===== config.mk =====
export PLATFORM = sky130hd
export DESIGN_NAME = csr_unit
export DESIGN_NICKNAME = d
export VERILOG_FILES = /design/src/rtl/csr_pkg.sv /design/src/rtl/csr_counter64.sv /design/src/rtl/csr_unit.sv
export SDC_FILE = /design/constraint.sdc
export NUM_CORES = 1
export LEC_CHECK = 0
export ABC_AREA = 1
export BUFFER_PORTS_ARGS = -buffer_cell sky130_fd_sc_hd__buf_2
export CORE_ASPECT_RATIO = 0.75
export CORE_MARGIN = 2
export CORE_UTILIZATION = 45
export CTS_BUF_LIST = sky130_fd_sc_hd__clkbuf_16
export CTS_CLUSTER_DIAMETER = 200
export DETAILED_ROUTE_END_ITERATION = 8
export HOLD_SLACK_MARGIN = 0.06
export SYNTH_ARGS = -nofsm -noshare
export SYNTH_HDL_FRONTEND = slang
export SYNTH_SLANG_ARGS = --single-unit
export TNS_END_PERCENT = 1

===== constraint.sdc =====
create_clock -name clk -period 5.35 [get_ports clk]
set_clock_uncertainty 0.15 [all_clocks]
set_input_delay 1.3375 -clock clk [delete_from_list [all_inputs] [get_ports clk]]
set_output_delay 1.3375 -clock clk [all_outputs]
set_load 0.02 [all_outputs]

===== src/rtl/csr_pkg.sv =====
// Shared CSR address map, op encodings and helpers for the machine-mode CSR file.
// Consumed by csr_unit and csr_counter64.
package csr_pkg;

    localparam logic [11:0] ADDR_MSCRATCH  = 12'h340;
    localparam logic [11:0] ADDR_MEPC      = 12'h341;
    localparam logic [11:0] ADDR_MCAUSE    = 12'h342;
    localparam logic [11:0] ADDR_MTVEC     = 12'h305;
    localparam logic [11:0] ADDR_MISA      = 12'h301;
    localparam logic [11:0] ADDR_MVENDORID = 12'hF11;
    localparam logic [11:0] ADDR_MARCHID   = 12'hF12;
    localparam logic [11:0] ADDR_MIMPID    = 12'hF13;
    localparam logic [11:0] ADDR_MHARTID   = 12'hF14;
    localparam logic [11:0] ADDR_MCYCLE    = 12'hB00;
    localparam logic [11:0] ADDR_MCYCLEH   = 12'hB80;
    localparam logic [11:0] ADDR_MINSTRET  = 12'hB02;
    localparam logic [11:0] ADDR_MINSTRETH = 12'hB82;
    localparam logic [11:0] ADDR_CYCLE     = 12'hC00;
    localparam logic [11:0] ADDR_CYCLEH    = 12'hC80;
    localparam logic [11:0] ADDR_INSTRET   = 12'hC02;
    localparam logic [11:0] ADDR_INSTRETH  = 12'hC82;

    localparam logic [31:0] MISA_DEFAULT     = 32'h4000_0100;
    localparam logic [31:0] XTVEC_ALIGN_MASK = 32'hFFFF_FFFC;

    // funct3[1:0] encodings of the Zicsr instructions
    typedef enum logic [1:0] {
        CSR_OP_NONE = 2'b00,
        CSR_OP_RW   = 2'b01,
        CSR_OP_RS   = 2'b10,
        CSR_OP_RC   = 2'b11
    } csr_op_e;

    function automatic logic [31:0] csr_apply_op(input csr_op_e op,
                                                 input logic [31:0] old_val,
                                                 input logic [31:0] src);
        logic [31:0] res;
        res = old_val;
        case (op)
            CSR_OP_RW: res = src;
            CSR_OP_RS: res = old_val | src;
            CSR_OP_RC: res = old_val & ~src;
            default:   res = old_val;
        endcase
        return res;
    endfunction

endpackage


===== src/rtl/csr_counter64.sv =====
// 64-bit counter with independently writable 32-bit halves.
// A low-half write holds the high half; a high-half write lets the low half count but drops its carry.
module csr_counter64
    import csr_pkg::*;
(
    input  logic        clk,
    input  logic        rst,
    input  logic        inc,
    input  logic        wrLo,
    input  logic        wrHi,
    input  logic [31:0] wdata,
    output logic [63:0] q
);

    logic [31:0] lo_inc;

    assign lo_inc = q[31:0] + {31'b0, inc};

    always_ff @(posedge clk) begin
        if (rst) begin
            q <= '0;
        end else if (wrLo) begin
            q[31:0] <= wdata;
        end else if (wrHi) begin
            q <= {wdata, lo_inc};
        end else begin
            q <= q + {63'b0, inc};
        end
    end

endmodule


===== src/rtl/csr_unit.sv =====
// Machine-mode CSR file: decode, RW/RS/RC write data, trap CSRs, mcycle/minstret.
// Counters exist only when CSR_COUNTERS_EN is defined; otherwise their addresses read 0 and ignore writes.
module csr_unit
    import csr_pkg::*;
#(
    parameter logic [31:0] HART_ID  = 32'd0,
    parameter logic [31:0] MISA_VAL = MISA_DEFAULT
) (
    input  logic        clk,
    input  logic        rst,
    input  logic        csrOp,
    input  logic        stall,
    input  logic [2:0]  funct3,
    input  logic [11:0] csrAddr,
    input  logic [4:0]  rs1Field,
    input  logic [31:0] rs1Data,
    input  logic        instRetire,
    output logic [31:0] csrRdata,
    output logic        illegalCsr
);

`ifdef CSR_COUNTERS_EN
    localparam logic CNT_EN = 1'b1;
`else
    localparam logic CNT_EN = 1'b0;
`endif

    csr_op_e     op;
    logic        is_csr;
    logic        write_intent;
    logic        addr_mapped;
    logic        addr_ro;
    logic        wen;
    logic [31:0] src;
    logic [31:0] old_val;
    logic [31:0] wdata;

    logic [31:0] mscratch_q;
    logic [31:0] mtvec_q;
    logic [31:0] mepc_q;
    logic [31:0] mcause_q;
    logic [63:0] mcycle_q;
    logic [63:0] minstret_q;

    assign op           = csr_op_e'(funct3[1:0]);
    assign is_csr       = (op != CSR_OP_NONE);
    assign write_intent = (op == CSR_OP_RW) || (rs1Field != 5'd0);
    assign src          = funct3[2] ? {27'b0, rs1Field} : rs1Data;

    always_comb begin
        addr_mapped = 1'b1;
        addr_ro     = 1'b0;
        old_val     = '0;
        case (csrAddr)
            ADDR_MSCRATCH:  old_val = mscratch_q;
            ADDR_MTVEC:     old_val = mtvec_q;
            ADDR_MEPC:      old_val = mepc_q;
            ADDR_MCAUSE:    old_val = mcause_q;
            ADDR_MVENDORID,
            ADDR_MARCHID,
            ADDR_MIMPID:    addr_ro = 1'b1;
            ADDR_MHARTID: begin
                addr_ro = 1'b1;
                old_val = HART_ID;
            end
            ADDR_MISA: begin
                addr_ro = 1'b1;
                old_val = MISA_VAL;
            end
            ADDR_MCYCLE:    old_val = mcycle_q[31:0];
            ADDR_MCYCLEH:   old_val = mcycle_q[63:32];
            ADDR_MINSTRET:  old_val = minstret_q[31:0];
            ADDR_MINSTRETH: old_val = minstret_q[63:32];
            // User aliases are read-only only when the counters really exist
            ADDR_CYCLE: begin
                addr_ro = CNT_EN;
                old_val = mcycle_q[31:0];
            end
            ADDR_CYCLEH: begin
                addr_ro = CNT_EN;
                old_val = mcycle_q[63:32];
            end
            ADDR_INSTRET: begin
                addr_ro = CNT_EN;
                old_val = minstret_q[31:0];
            end
            ADDR_INSTRETH: begin
                addr_ro = CNT_EN;
                old_val = minstret_q[63:32];
            end
            default:        addr_mapped = 1'b0;
        endcase
    end

    assign illegalCsr = !rst && csrOp && is_csr && (!addr_mapped || (addr_ro && write_intent));
    assign csrRdata   = (rst || !is_csr || !addr_mapped) ? 32'd0 : old_val;
    assign wen        = csrOp && !stall && !rst && !illegalCsr && is_csr && write_intent;
    assign wdata      = csr_apply_op(op, old_val, src);

    always_ff @(posedge clk) begin
        if (rst) begin
            mscratch_q <= '0;
            mtvec_q    <= '0;
            mepc_q     <= '0;
            mcause_q   <= '0;
        end else if (wen) begin
            case (csrAddr)
                ADDR_MSCRATCH: mscratch_q <= wdata;
                ADDR_MTVEC:    mtvec_q    <= wdata & XTVEC_ALIGN_MASK;
                ADDR_MEPC:     mepc_q     <= wdata & XTVEC_ALIGN_MASK;
                ADDR_MCAUSE:   mcause_q   <= wdata;
                default:       ;
            endcase
        end
    end

`ifdef CSR_COUNTERS_EN
    csr_counter64 u_mcycle (
        .clk   (clk),
        .rst   (rst),
        .inc   (1'b1),
        .wrLo  (wen && (csrAddr == ADDR_MCYCLE)),
        .wrHi  (wen && (csrAddr == ADDR_MCYCLEH)),
        .wdata (wdata),
        .q     (mcycle_q)
    );

    // A stalled retire is not counted; a retiring write to minstret still wins inside the counter
    csr_counter64 u_minstret (
        .clk   (clk),
        .rst   (rst),
        .inc   (instRetire && !stall),
        .wrLo  (wen && (csrAddr == ADDR_MINSTRET)),
        .wrHi  (wen && (csrAddr == ADDR_MINSTRETH)),
        .wdata (wdata),
        .q     (minstret_q)
    );
`else
    logic unused_inst_retire;

    assign mcycle_q           = '0;
    assign minstret_q         = '0;
    assign unused_inst_retire = instRetire;
`endif

endmodule


* Word level (Yosys, flattened, before mapping)
Index checks and enable logic that the tools add are counted.
** Operators by class
- $add $sub $neg :: 0
- $mul :: 0
- Div/mod/pow operators :: 0
- Magnitude comparators :: 0
- Eq/ne operators :: 20
- Shift operators :: 0
- Multiplexer cells :: 6
- Bitwise operators :: 3
- Reductions and logical operators :: 26
** Operators with widths (count)
- case mux 32 bit (5 select lines) :: 1
- == test 12 bit (second input constant) :: 12
- case mux 32 bit (3 select lines) :: 1
- two-way mux 32 bit :: 2
- == test 12 x 10 -> 1 bit (second input constant) :: 5
- AND 32 bit :: 1
- NOT 32 bit :: 1
- bitwise OR 32 bit :: 1
- OR reduction 17 bit :: 1
- logical AND 1 bit :: 9
- AND reduction 2 bit :: 4
- zero test 1 bit :: 5
- nonzero test 5 bit :: 1
- OR reduction 5 bit :: 1
- == test 2 bit (second input constant) :: 2
- logical OR 1 bit :: 4
- == test 2 x 1 -> 1 bit (second input constant) :: 1
- two-way mux 1 bit :: 2
- nonzero test 2 bit :: 1
** Word-level totals
- Bits in registers :: 124
- Latch bits :: 0
- Memory bits (writable) :: 0
- ROM bits :: 0
- Output and inout bits :: 33
- Logic and storage cells :: 59
- Memories kept :: 0

* Logic depth before layout (Yosys ltp)
Gate-level depths: netlist of the first run.
- Depth in word-level cells :: 11
- Gate-level depth with buffers :: 14
- Mapped depth without buffers :: 13

* Least setup slack after synthesis of the first run
No wires, ideal clock.
- Path type :: in2out
- Start :: input port csrAddr[3]
- End :: output port csrRdata[10]
- Arrival time :: 2626 ps
- Data required time :: 3863 ps
- Path slack :: 1236 ps
- Cell stages on the path :: 10
- Buffers on the path :: 1
- Path through :: inv_2 -> nand2_4 -> nor2_1 -> nand3_4 -> nand2_1 -> nor2_2 -> nand2_8 -> nand3_1 -> buf_2 -> nor2_1
** Between the ends
- Longest elaborated chain between the ends :: 6
- Elaborated cells on any way between the ends :: 23
- Classes of those cells :: 17 x eq/ne; 3 x mux; 3 x reduce/logical
** RTL lines
- start, declared :: RTL line csr_unit.sv:14 : input logic [11:0] csrAddr,
- == test 12 x 10 -> 1 bit / == test 12 bit (equally long branches) :: RTL line csr_unit.sv:54 : case (csrAddr)
- OR reduction 17 bit (no line)
- two-way mux 1 bit :: RTL line csr_unit.sv:54
- zero test 1 bit :: RTL line csr_unit.sv:96 : assign csrRdata = (rst || !is_csr || !addr_mapped) ? 32'd0 : old_val;
- logical OR 1 bit :: RTL line csr_unit.sv:96
- two-way mux 32 bit (*) :: RTL line csr_unit.sv:96
- end, declared :: RTL line csr_unit.sv:18 : output logic [31:0] csrRdata,
Mark *: on every way between the ends. The rest lies on a longest branch, timed or not.

* Worst setup path in the final report of the first run
- Start :: input port csrAddr[5]
- End :: output port csrRdata[23]
Same word-level chain as after synthesis.

==> metrics.yaml, run 1 <==
setup_tns_ns: 0
drv_slew: 0
grt_overflow: 0
switching_share_pct: 23.4
p_clk_share_pct: 52.3
end_kind: "primary output"
htreeDepth: 4
critPathArrivalTime_ns: 3.34
grt_max_degree: 74
yosysTopAreaCell: "dfxtp_1"
hp-class: "flip-flop to flip-flop"
cts_hold_buf: 0
die_x_um: 153
port_buffers: 88
die-area_um2: 17800
power.net_switching_mw: 0.532
cts_resized: 0
yosysSeqAreaShare_pct: 33.0
grt_pass1_vias: 6651
nets: 1411
syn_area_per_cell_um2: 5.82
power_mw: 2.27
synthCells: 1292
synthFlopType: "dfxtp_1"
cts_root_buffer: "clkbuf_16"
grt_usage_pct: 24.3
syn-num-nets: 1349
ys_top_cells_by_count: "nor2_1 (398), nand2_1 (362), inv_1 (162)"
grt_pass1_wl_um: 34200
synth-seq-cells: 124
synth_area_um2: 7510
rows: 40
yosysWarnings: 0
slew_headroom_pct: 47.6
cts_made_buffers: 17
hpwl_um: 12500
synth_edf_count: 0
power_frac_seq_pct: 40.7
initial_utilization_pct: 46.5
power_frac_comb_pct: 7.0
synth_cell_types: 36
crit_type: "input port to primary output"
insertion_delay_ns: 0.42
outcome: "completed"
synth_area_leaders: "dfxtp_1 (33%), nor2_1 (20%), nand2_1 (18%)"
dieHeight_um: 116
tightest_slew_ns: 0.786
antenna_cells: 0
path_max_fanout: 16
clockBufferDepth: 2
post-route-drc-count: 0
path_clk_slew_ns: 0.05
min_period_over_period_pct: 90.3
dr.pass1.iters: 5
critPathRequiredTime_ns: 3.86
gp_congestion: 0.820
power_density_nw_per_um2: 264
post_cts_buffers: 0
async_reset_ff_share_pct: 0
synth_top_cell_area_share_pct: 33.0
drt_iter0_drc: 457
antenna_found_initial: 0
cts_tree: "done"
drive_gt1_share_pct: 15.4
synthToLayoutAreaGrowth_pct: 14.6
drt_wl_total_um: 20900
finalHoldViolCount: 0
ant_nets: 0
vias: 7352
top_level_ports: 90
cp-start-kind: "input port"
avgViaCountPerCell: 4.66
wl_per_cell_um: 13.2
power_leakage_nw: 4.63
p_int_mw: 1.74
cap_violations: 0
core_um2: 16200
ir_drop_mv: 0.222
fmax_mhz: 207
min_period_ns: 4.83
rsz0062_at_grt: "no"
setup_viol: 0
clock_sinks: 124
yosysMostFrequentCell: "nor2_1"
[power by group through the flow]
stage / registers (mW) / logic, mW / clock network (mW)
after global placement: 0.944 / 0.156 / 0
after CTS: 0.924 / 0.158 / 1.21
after detailed placement: 0.944 / 0.157 / 0
after global routing: 0.923 / 0.177 / 1.25
final: 0.924 / 0.159 / 1.19
after floorplan: 0.944 / 0.0992 / 0
[worst max-delay path, stage by stage]
cell	delay, ns
buf_2	0.11
nor2_1	0.13
nand2_1	0.14
inv_2	0.09
nand3_2	0.16
nand2_1	0.13
nor2_2	0.07
nand2_8	0.11
nand3_1	0.43
buf_12	0.34
nor2_1	0.10
buf_2	0.17
[area by class of cell]
class,instances,area [um2]
Clock inverter,15,180
Multi-Input combinational cell,929,4010
Tap cell,210,263
Fill cell,1730,7550
Clock buffer,17,425
Inverter,175,658
Timing Repair Buffer,107,596
Sequential cell,124,2480
[cells by family after synthesis]
kind of cell | Yosys count | share of synthesized area, %
flip-flops | 124 | 33.0
AO/OA/AOI/OAI | 96 | 8.08
buffers and inverters | 239 | 13.6
AND/OR/NAND/NOR | 832 | 45.1
XOR/XNOR | 1 | 0.117
[metal layers]
metal	vias to the layer above	global-route usage (%)	routed length, um
met4	0	5.43	165
met5	-	0	0
li1	3952	-	-
met2	147	41.3	9410
met1	3238	32.4	10200
met3	15	4.86	1080
[sequential cells by signal, indices dropped and copies added, names as in the netlist]
signal,count
mcause_q,32
mtvec_q,30
mscratch_q,32
mepc_q,30
[per-stage QoR]
stage	hold WS, ns	instances	worst slack (ns)	utilization, %	cell area (um2)
after floorplan	0.339	1292	1.24	-	7510
after global placement	0.350	1545	0.524	49.5	8010
after detailed placement	0.349	1545	0.509	49.5	8010
after CTS	0.360	1577	0.502	53.3	8610
after global routing	0.382	1577	0.286	53.3	8610
final	0.358	1577	0.521	53.3	8610
[worst paths after layout]
| kind | slack (ns) | from | cells after the start | to |
|---|---|---|---|---|
| worst max register to register | 3.96 | mcause_q[7]$_SDFFE_PP0P_ | 6 | mepc_q[7]$_SDFFE_PP0P_ |
| worst min register to register | 0.36 | mepc_q[11]$_SDFFE_PP0P_ | 4 | mepc_q[11]$_SDFFE_PP0P_ |
| worst max-delay path | 0.52 | csrAddr[5] | 12 | csrRdata[23] |
| worst min-delay path | 0.36 | mepc_q[11]$_SDFFE_PP0P_ | 4 | mepc_q[11]$_SDFFE_PP0P_ |
[layout by cell type (no fill, tap or decap), types with 2 or more instances in the layout]
cell type and count:
clkinv_4 2, clkinv_1 5, nor2_2 6, clkbuf_16 17
o21bai_1 2, nand4_2 2, nand3_1 33, inv_2 10
o21ai_2 28, dfxtp_1 124, nor2_1 397, nand2_1 362
bufinv_16 4, o21ai_0 53, a21oi_1 2, buf_2 88
nand2_2 14, nand4_1 2, nor2_4 4, nand3_2 2
nand4_4 3, o22ai_1 2, inv_1 163, clkinv_2 5
o21ai_1 7, buf_4 18
Note: power is estimated with default switching activity, not from simulation.
==> run 2, diff against run 1 <==
--- a/config.mk
+++ b/config.mk
@@ -5,11 +5,10 @@
 export SDC_FILE = /design/constraint.sdc
 export NUM_CORES = 1
 export LEC_CHECK = 0
-export ABC_AREA = 1
 export BUFFER_PORTS_ARGS = -buffer_cell sky130_fd_sc_hd__buf_2
 export CORE_ASPECT_RATIO = 0.75
 export CORE_MARGIN = 2
-export CORE_UTILIZATION = 45
+export CORE_UTILIZATION = 39
 export CTS_BUF_LIST = sky130_fd_sc_hd__clkbuf_16
 export CTS_CLUSTER_DIAMETER = 200
 export DETAILED_ROUTE_END_ITERATION = 8
==> metrics.yaml, run 2 <==
end_kind: "primary output"
rows: 47  # +18%
synth-simple-area-share_pct: 30.5  # -15 points
cts_resized: 0  # unchanged
hp-class: "flip-flop to flip-flop"
ys_top_cells_by_count: "o211ai_1 (161), nand3_1 (146), dfxtp_1 (124)"
avgViaCountPerCell: 6.36  # +36%
dieHeight_um: 133  # +15%
path_clk_slew_ns: 0.06  # about the same
post-route-drc-count: 0  # unchanged
cts_made_buffers: 17  # unchanged
critPathArrivalTime_ns: 3.23  # -0.11 ns
yosysTopAreaCell: "dfxtp_1"
clockBufferDepth: 2  # unchanged
crit_chain: "buf_2, nor4b_4, and3_2, buf_4, a21oi_1, nor2_1, buf_2"
power_leakage_nw: 3.45  # -26%
die_x_um: 176  # +15%
core_um2: 21900  # +36%
synth_compound_area_share_pct: 28.5  # +20 points
yosysWarnings: 0  # unchanged
antenna_found_initial: 0  # unchanged
setup_tns_ns: 0  # unchanged
critPathMaxStageDelay_ns: 0.61  # +0.18 ns
grt_usage_pct: 26.3  # +2.0 points
ant_nets: 0  # unchanged
antenna_cells: 0  # unchanged
grt_overflow: 0  # unchanged
clock_sinks: 124  # unchanged
min_period_ns: 4.71  # -0.116 ns
synth_area_um2: 8690  # +16%
cp-start-kind: "input port"
critPathRequiredTime_ns: 3.86  # about the same
grt_pass1_vias: 8646  # +30%
synthFlopType: "dfxtp_1"
synth-xor-area-share_pct: 0.403  # +0.29 points
cts_hold_buf: 0  # unchanged
initial_utilization_pct: 39.6  # -6.9 points
synth_top_cell_area_share_pct: 28.6  # -4.5 points
hpwl_um: 19200  # +54%
wl_per_cell_um: 21.1  # +59%
crit_path_top_delay_cell: "and3_2"
port_buffers: 88  # unchanged
finish.utilization_pct: 45.4  # -7.9 points
top_level_ports: 90  # unchanged
synth_fa_ha_area_share_pct: 0  # unchanged
drive_gt1_share_pct: 17.6  # +2.3 points
final_cell_mix: "o211ai_1 (161), nand3_1 (146), dfxtp_1 (124)"
ir_drop_mv: 0.243  # +9.3%
hold_slack_ns: 0.308  # -0.0498 ns
crit_type: "input port to primary output"
fmax_mhz: 212  # +2.5%
setup_viol: 0  # unchanged
cts_tree: "done"
htreeDepth: 4  # unchanged
gp_congestion: 0.845  # +3.0%
post_cts_buffers: 0  # unchanged
syn_area_per_cell_um2: 7.78  # +34%
drt_wl_total_um: 30700  # +47%
tightest_slew_ns: 1.02  # +0.237 ns
synth_cell_types: 58  # +61%
async_reset_ff_share_pct: 0  # unchanged
synth_top_family_by_area: "simple AND/OR/NAND/NOR gates"
die-area_um2: 23500  # +32%
outcome: "completed"
drv_slew: 0  # unchanged
nFillCells: 2215  # +28%
synthToLayoutAreaGrowth_pct: 14.6  # about the same
grt_max_degree: 65  # -12%
insertion_delay_ns: 0.42  # about the same
slew_headroom_pct: 31.5  # -16 points
power_density_nw_per_um2: 239  # -9.4%
synth_mux_area_share_pct: 6.19  # +6.2 points
rsz0062_at_grt: "no"
place_area_um2: 9350  # +17%
min_period_over_period_pct: 88.1  # -2.2 points
path_max_fanout: 21  # +5
synth_edf_count: 0  # unchanged
synth_area_leaders: "dfxtp_1 (29%), o211ai_1 (14%), nand3_1 (8.4%)"
final_cell_count_no_fill: 1457  # -7.6%
placed_cells: 1426  # -7.7%
vias: 9263  # +26%
yosysSeqAreaShare_pct: 28.6  # -4.5 points
cap_violations: 0  # unchanged
synth-seq-cells: 124  # unchanged
dr.pass1.iters: 5  # unchanged
yosysMostFrequentCell: "o211ai_1"
synthCells: 1117  # -14%
cp_common_cell: "buf_2"
mostFrequentLayoutCell: "o211ai_1"
grt_pass1_wl_um: 48500  # +42%
design_area_um2: 9960  # +16%
cts_root_buffer: "clkbuf_16"
top_regs: "mcause_q: 32 flops, mscratch_q: 32 flops"
syn-num-nets: 1174  # -13%
finalHoldViolCount: 0  # unchanged
drt_iter0_drc: 1092  # +140%
nets: 1208  # -14%
-- run 2: cell count changes after synthesis, sizes merged, moves of 39 or more --
cell,before,now
nor2,408,86
inv,173,0
o21ai,89,14
nand3,36,164
a21oi,2,48
nand2,378,65
nor2b,0,39
nor3,1,56
mux2i,0,47
o211ai,0,161
-- run 2: critical path, delay by kind of cell --
kind | cells | cell delay (ns)
AND/OR/NAND/NOR | 3 | 1.02
AO/OA/AOI/OAI | 1 | 0.11
buffers and inverters | 3 | 0.74
-- run 2: worst paths after layout --
path	start	endpoint	slack, ns	depth (start not counted)
worst max-delay path	csrAddr[0]	csrRdata[21]	0.64	7
worst min-delay path	mcause_q[1]$_SDFFE_PP0P_	mcause_q[1]$_SDFFE_PP0P_	0.31	2
worst max register to register	mepc_q[3]$_SDFFE_PP0P_	mscratch_q[3]$_SDFFE_PP0P_	3.47	5
worst min register to register	mcause_q[1]$_SDFFE_PP0P_	mcause_q[1]$_SDFFE_PP0P_	0.31	2
-- run 2: cell families (layout without fill, tap and decap cells) --
family,Yosys count,after routing
compound gates,334,334
xor+xnor,4,4
mux,53,53
simple gates,487,487
flops,124,124
buf+inv,115,161
-- run 2: layout make-up --
type | count | area, um2 | area share [%]
Inverter | 2 | 10.0 | 0.101
Multi-Input combinational cell | 878 | 5710 | 57.4
Clock inverter | 14 | 179 | 1.80
Clock buffer | 17 | 425 | 4.27
Tap cell | 294 | 368 | 3.69
Sequential cell | 124 | 2480 | 24.9
Timing Repair Buffer | 128 | 778 | 7.82
-- run 2: power by group --
part	internal (mW)	leakage (nW)	switching (mW)
Sequential	0.924	0.998	0.0000156
Combinational	0.0718	2.16	0.164
Clock	0.769	0.293	0.447
-- run 2: layer usage --
| metal | routed length, um | global-route usage (%) |
|---|---|---|
| met3 | 2980 | 5.28 |
| met4 | 450 | 8.26 |
| met5 | 0 | 0 |
| met1 | 13900 | 37.5 |
| met2 | 13300 | 39.9 |
-- run 2: per-stage QoR --
stage	worst slack (ns)	power (mW)
floorplan	0.883	1.09
global placement	0.640	1.17
detailed placement	0.647	1.17
CTS	0.642	2.39
global route	0.494	2.45
finish	0.637	2.38
